**src/rtl/mcs6530_timer.sv**
```systemverilog
// MCS6530 interval timer: 8-bit down-counter behind a 1/8/64/1024 prescaler,
// with an interrupt flag and enable driving the active-low IRQ level.
module mcs6530_timer (
   input  logic       phi2,
   input  logic       rst,
   input  logic       sel,
   input  logic       we,
   input  logic [3:0] a,
   input  logic [7:0] di,
   output logic [7:0] dout,
   output logic       irq_flag,
   output logic       irq_en,
   output logic       irq
);

   logic [7:0] count;
   logic [9:0] pre;
   logic [1:0] div;
   logic       fast;
   logic       flag;
   logic       en;

   logic       wr;
   logic       rd_tmr;
   logic       rd_sts;
   logic       dec;
   logic       underflow;
   logic       unused_a2;

   function automatic logic [9:0] reload(input logic [1:0] d);
      case (d)
         2'b00:   reload = 10'd0;
         2'b01:   reload = 10'd7;
         2'b10:   reload = 10'd63;
         default: reload = 10'd1023;
      endcase
   endfunction

   always_comb begin
      wr        = sel & we;
      rd_tmr    = sel & ~we & ~a[0];
      rd_sts    = sel & ~we & a[0];
      dec       = (pre == 10'd0);
      underflow = ~wr & dec & (count == 8'h00);
      unused_a2 = a[2];
   end

   always_ff @(posedge phi2) begin
      if (rst) begin
         count <= 8'hFF;
         pre   <= 10'd0;
         div   <= 2'b00;
         fast  <= 1'b0;
         flag  <= 1'b0;
         en    <= 1'b0;
      end else if (wr) begin
         count <= di;
         div   <= a[1:0];
         en    <= a[3];
         pre   <= reload(a[1:0]);
         fast  <= 1'b0;
         flag  <= 1'b0;
      end else begin
         if (!dec) begin
            pre <= pre - 10'd1;
         end else begin
            count <= count - 8'd1;
            // Underflow drops straight into divide-by-one, so the next
            // decrement lands on the very next edge.
            if (count == 8'h00) begin
               pre  <= 10'd0;
               fast <= 1'b1;
            end else begin
               pre <= fast ? 10'd0 : reload(div);
            end
         end
         if (underflow)
            flag <= 1'b1;
         else if (rd_tmr)
            flag <= 1'b0;
         if (rd_tmr)
            en <= a[3];
      end
   end

   always_comb begin
      dout = 8'h00;
      if (rd_tmr)
         dout = count;
      else if (rd_sts)
         dout = {flag, 7'b0};
   end

   assign irq_flag = flag;
   assign irq_en   = en;
   assign irq      = ~(flag & en);

endmodule

```
**config.mk**
```make
export PLATFORM = sky130hd
export DESIGN_NAME = mcs6530_timer
export DESIGN_NICKNAME = d
export VERILOG_FILES = /design/src/rtl/mcs6530_timer.sv
export SDC_FILE = /design/constraint.sdc
export NUM_CORES = 1
export LEC_CHECK = 0
export CAP_MARGIN = 25
export CELL_PAD_IN_SITES_DETAIL_PLACEMENT = 1
export CELL_PAD_IN_SITES_GLOBAL_PLACEMENT = 1
export CORE_ASPECT_RATIO = 0.75
export CORE_UTILIZATION = 30
export CTS_CLUSTER_DIAMETER = 120
export DETAILED_ROUTE_END_ITERATION = 7
export PLACE_DENSITY = 0.65
export SYNTH_ARGS = -nofsm -noshare
export SYNTH_HDL_FRONTEND = slang
export SYNTH_SLANG_ARGS = --single-unit
```
**constraint.sdc**
```tcl
create_clock -name phi2 -period 5.5 [get_ports phi2]
set_clock_uncertainty 0.1 [all_clocks]
set_input_delay 1.1 -clock phi2 [delete_from_list [all_inputs] [get_ports phi2]]
set_output_delay 1.1 -clock phi2 [all_outputs]
set_load 0.005 [all_outputs]
```
==> impl_metrics.prom <==
# TYPE chip_impl_metric gauge
chip_impl_metric{name="critical_path_rt",unit="ns"} 4.30
chip_impl_metric{name="post_cts_buffers",unit=""} 0
chip_impl_metric{name="initial_standard_cell_utilization_of_the_core",unit="%"} 32.7
chip_impl_metric{name="die_w",unit="um"} 80.4
chip_impl_metric{name="residual_drc_count",unit=""} 0
chip_impl_info{name="synth.top_cells.by_area",value="sky130_fd_sc_hd__dfxtp_1, sky130_fd_sc_hd__nor3_1, sky130_fd_sc_hd__o21ai_0, sky130_fd_sc_hd__nor2_1, sky130_fd_sc_hd__and2_1"} 1
chip_impl_metric{name="core_footprint",unit="mm2"} 0.00423
chip_impl_info{name="critPathCapture",value="dout[1]"} 1
chip_impl_metric{name="via_per_inst",unit=""} 5.66
chip_impl_metric{name="clock_sinks",unit=""} 23
chip_impl_metric{name="fin_nets",unit=""} 209
chip_impl_info{name="globalRoute.busiestLayer",value="met2"} 1
chip_impl_metric{name="via_count_of_the_first_global_routing_pass",unit=""} 1353
chip_impl_metric{name="post-dp-hpwl",unit="um"} 3060
chip_impl_info{name="cp-start-kind",value="input pin"} 1
chip_impl_metric{name="grt_use_met1",unit="%"} 24.9
chip_impl_metric{name="cts_buffer_depth",unit=""} 2
chip_impl_metric{name="antenna_found_initial",unit=""} 0
chip_impl_metric{name="timing.critical_path.arrival",unit="ns"} 2.90
chip_impl_metric{name="synth-simple-area-share",unit="%"} 34.1
chip_impl_info{name="status",value="finished clean"} 1
chip_impl_info{name="unrepaired_setup_endpoints_after_global_routing",value="false"} 1
chip_impl_info{name="synth_top_family_by_area",value="simple AND/OR/NAND/NOR gates"} 1
chip_impl_metric{name="synth.ff_latch_count",unit=""} 23
chip_impl_metric{name="syn_inst",unit=""} 166
chip_impl_metric{name="asyncSetResetFlopFracSynth",unit="%"} 0
chip_impl_metric{name="diodes",unit=""} 0
chip_impl_metric{name="maxSlewViolCount",unit=""} 0
chip_impl_metric{name="fmaxAchievable",unit="MHz"} 244
chip_impl_metric{name="area_growth_syn_to_layout",unit="%"} 24.2
chip_impl_metric{name="mappedNetlistNets",unit=""} 185
chip_impl_metric{name="crit_path_max_fanout",unit=""} 7
chip_impl_metric{name="h-tree-depth",unit=""} 1
chip_impl_metric{name="synth_area",unit="mm2"} 0.00138
chip_impl_metric{name="drt_first_iter_violations",unit=""} 96
chip_impl_metric{name="detailed_router_iteration_count_before_antenna_repair",unit=""} 4
chip_impl_metric{name="setup_ws",unit="ns"} 1.40
chip_impl_metric{name="fillers",unit=""} 505
chip_impl_metric{name="grt_util_met3",unit="%"} 3.61
chip_impl_metric{name="min_period_over_period",unit="%"} 74.6
chip_impl_info{name="setup.worst_path.class",value="in2out"} 1
chip_impl_info{name="hold_path.class",value="reg2reg"} 1
chip_impl_metric{name="grt_overflow",unit=""} 0
chip_impl_metric{name="post-route-min-period",unit="ns"} 4.10
chip_impl_info{name="cts_tree",value="done"} 1
chip_impl_metric{name="io_pins",unit=""} 27
chip_impl_metric{name="placed_instance_area",unit="mm2"} 0.00167
chip_impl_metric{name="reg2reg_depth",unit=""} 6
chip_impl_metric{name="synth_edf_count",unit=""} 0
chip_impl_metric{name="detail-route-antenna-nets",unit=""} 0
chip_impl_info{name="synth_top_cell_by_area",value="sky130_fd_sc_hd__dfxtp_1"} 1
chip_impl_metric{name="area_of_the_die",unit="mm2"} 0.00488
chip_impl_metric{name="grt_max_degree",unit=""} 31
chip_impl_metric{name="die_h",unit="um"} 60.8
chip_impl_metric{name="p_leak",unit="nW"} 0.634
chip_impl_metric{name="distinct_cell_type_count_of_the_synthesized_netlist",unit=""} 47
chip_impl_metric{name="post_cts.resized_instances",unit=""} 0
chip_impl_metric{name="via_count",unit=""} 1381
chip_impl_metric{name="totalWireLength",unit="um"} 4200
chip_impl_metric{name="vdd_drop_max",unit="uV"} 173
chip_impl_metric{name="finalSetupViolCount",unit=""} 0
chip_impl_metric{name="synth_compound_gate_area_share",unit="%"} 20.7
chip_impl_metric{name="maxSlewHeadroom",unit="%"} 48.4
chip_impl_metric{name="synth_seq_area_share",unit="%"} 33.3
chip_impl_metric{name="final_setup_tns",unit="ns"} 0
chip_impl_metric{name="synth_adder_area_share",unit="%"} 2.72
chip_impl_info{name="ys_top_cells_by_count",value="sky130_fd_sc_hd__dfxtp_1, sky130_fd_sc_hd__nor3_1, sky130_fd_sc_hd__nor2_1, sky130_fd_sc_hd__nand2_1, sky130_fd_sc_hd__o21ai_0"} 1
chip_impl_info{name="cts_root_buffer",value="sky130_fd_sc_hd__clkbuf_8"} 1
chip_impl_metric{name="hold_viol",unit=""} 0
chip_impl_info{name="critical_path.startpoint",value="a[0]"} 1
chip_impl_metric{name="grt_first_pass_wirelength",unit="um"} 6700
chip_impl_info{name="critical_path.reg2reg.startpoint",value="pre[0]$_SDFF_PP0_"} 1
chip_impl_metric{name="i_o_buffers",unit=""} 25
chip_impl_metric{name="groute.layer.met2.usage",unit="%"} 30.8
chip_impl_metric{name="yosysWarnings",unit=""} 0
chip_impl_metric{name="rows",unit=""} 20
chip_impl_metric{name="worst_slew_pin_slew",unit="ns"} 0.767
chip_impl_info{name="setup.worst_path.end_class",value="output port"} 1
chip_impl_metric{name="power-per-cell-area",unit="mW/mm2"} 423
chip_impl_metric{name="groute.usage.overall",unit="%"} 18.2
chip_impl_metric{name="clk-insertion-delay-late",unit="ns"} 0.26
chip_impl_metric{name="place_congestion",unit=""} 0.808
chip_impl_metric{name="cts_hold_buf",unit=""} 0
chip_impl_info{name="ys.flop_type",value="sky130_fd_sc_hd__dfxtp_1"} 1
chip_impl_metric{name="synth-xor-area-share",unit="%"} 1.90
chip_impl_metric{name="fraction_of_final_layout_cells_with_drive_strength_greater_than_1",unit="%"} 6.88
chip_impl_metric{name="avgRoutedWirePerCell",unit="um"} 17.2
chip_impl_metric{name="timing.reg2reg.setup_slack",unit="ns"} 3.11
chip_impl_metric{name="place_ws",unit="ns"} 1.38
chip_impl_metric{name="clkSlewWorstSetupHoldPaths",unit="ns"} 0.08
chip_impl_info{name="yosysMostFrequentCell",value="sky130_fd_sc_hd__dfxtp_1"} 1
chip_impl_metric{name="cts_made_buffers",unit=""} 3
chip_impl_metric{name="synthMuxAreaShare",unit="%"} 2.99
chip_impl_metric{name="postLayoutCellArea",unit="mm2"} 0.00172
chip_impl_metric{name="synth_top_cell_area_share",unit="%"} 33.3
chip_impl_info{name="timing.rr.end",value="count[1]$_SDFFE_PP1P_"} 1
chip_impl_metric{name="drv_cap",unit=""} 0
chip_impl_metric{name="synth.avg_cell_area",unit="um2"} 8.32
worst max-delay path, stage by stage:
cell,delay (ns)
sky130_fd_sc_hd__clkdlybuf4s50_1,0.55
sky130_fd_sc_hd__or3b_2,0.57
sky130_fd_sc_hd__nor2_1,0.14
sky130_fd_sc_hd__clkdlybuf4s50_1,0.54
kinds of logic after synthesis:
logic type | count (synthesis)
XOR/XNOR | 3
adder cells (fa/ha/maj) | 3
buffers and inverters | 13
multiplexers | 4
AO/OA/AOI/OAI | 41
flip-flops | 23
AND/OR/NAND/NOR | 79
sequential cells by signal, indices dropped and copies added (netlist names):
register / flops
irq_en: 1
pre: 10
irq_flag: 1
count: 8
fast: 1
div: 2
stage by stage:
stage / std cells / hold WS (ns) / util (%) / power (mW)
floorplan: 166 / 0.340 / - / 0.525
global placement: 240 / 0.354 / 39.5 / 0.592
detailed placement: 240 / 0.376 / 39.5 / 0.618
CTS: 244 / 0.388 / 40.6 / 0.726
global route: 244 / 0.405 / 40.6 / 0.781
finish: 244 / 0.386 / 40.6 / 0.726
worst min-delay path by stage:
stage,endpoint,from,cells past startpoint,slack (ns)
2_1_floorplan,div[0]$_SDFFE_PP0P_,div[0]$_SDFFE_PP0P_,2,0.34
6_report,div[0]$_SDFFE_PP0P_,div[0]$_SDFFE_PP0P_,2,0.39
3_3_place_gp,div[0]$_SDFFE_PP0P_,div[0]$_SDFFE_PP0P_,2,0.35
3_5_place_dp,div[0]$_SDFFE_PP0P_,div[0]$_SDFFE_PP0P_,2,0.38
5_1_grt,div[0]$_SDFFE_PP0P_,div[0]$_SDFFE_PP0P_,2,0.40
4_1_cts,div[0]$_SDFFE_PP0P_,div[0]$_SDFFE_PP0P_,2,0.39
cells in the final DEF (no fill, tap or decap), types with 3 or more instances in the layout:
cell type / n
sky130_fd_sc_hd__inv_1: 6
sky130_fd_sc_hd__a21oi_1: 8
sky130_fd_sc_hd__nand4_1: 5
sky130_fd_sc_hd__nor4b_1: 4
sky130_fd_sc_hd__o31ai_1: 4
sky130_fd_sc_hd__clkdlybuf4s50_1: 25
sky130_fd_sc_hd__and3_1: 7
sky130_fd_sc_hd__dfxtp_1: 23
sky130_fd_sc_hd__nand2_1: 10
sky130_fd_sc_hd__or3_1: 4
sky130_fd_sc_hd__nor2_1: 12
sky130_fd_sc_hd__nor3_1: 14
sky130_fd_sc_hd__clkbuf_8: 3
sky130_fd_sc_hd__mux2i_1: 3
sky130_fd_sc_hd__a31oi_1: 4
sky130_fd_sc_hd__ha_1: 3
sky130_fd_sc_hd__and2_1: 7
sky130_fd_sc_hd__o21ai_0: 9
power by group:
group          switching [mW]  internal (mW)
Clock                  0.0556         0.0518
Sequential             0.0657          0.210
Combinational           0.190          0.153
area by class of cell:
cell class	count	area [um2]	area share, %
inverter	6	22.5	1.31
clock buffer	4	45.0	2.63
tap	55	68.8	4.01
multi-input combinational	130	861	50.2
timing repair buffer	26	258	15.0
sequential	23	460	26.8
per-layer routing:
metal / wire length [um] / part of all wire [%]
met4: 15 / 0.36
met1: 2080 / 49
met5: 0 / 0
met2: 1950 / 46
met3: 157 / 3.7
Power figures use the tool's default switching activity.
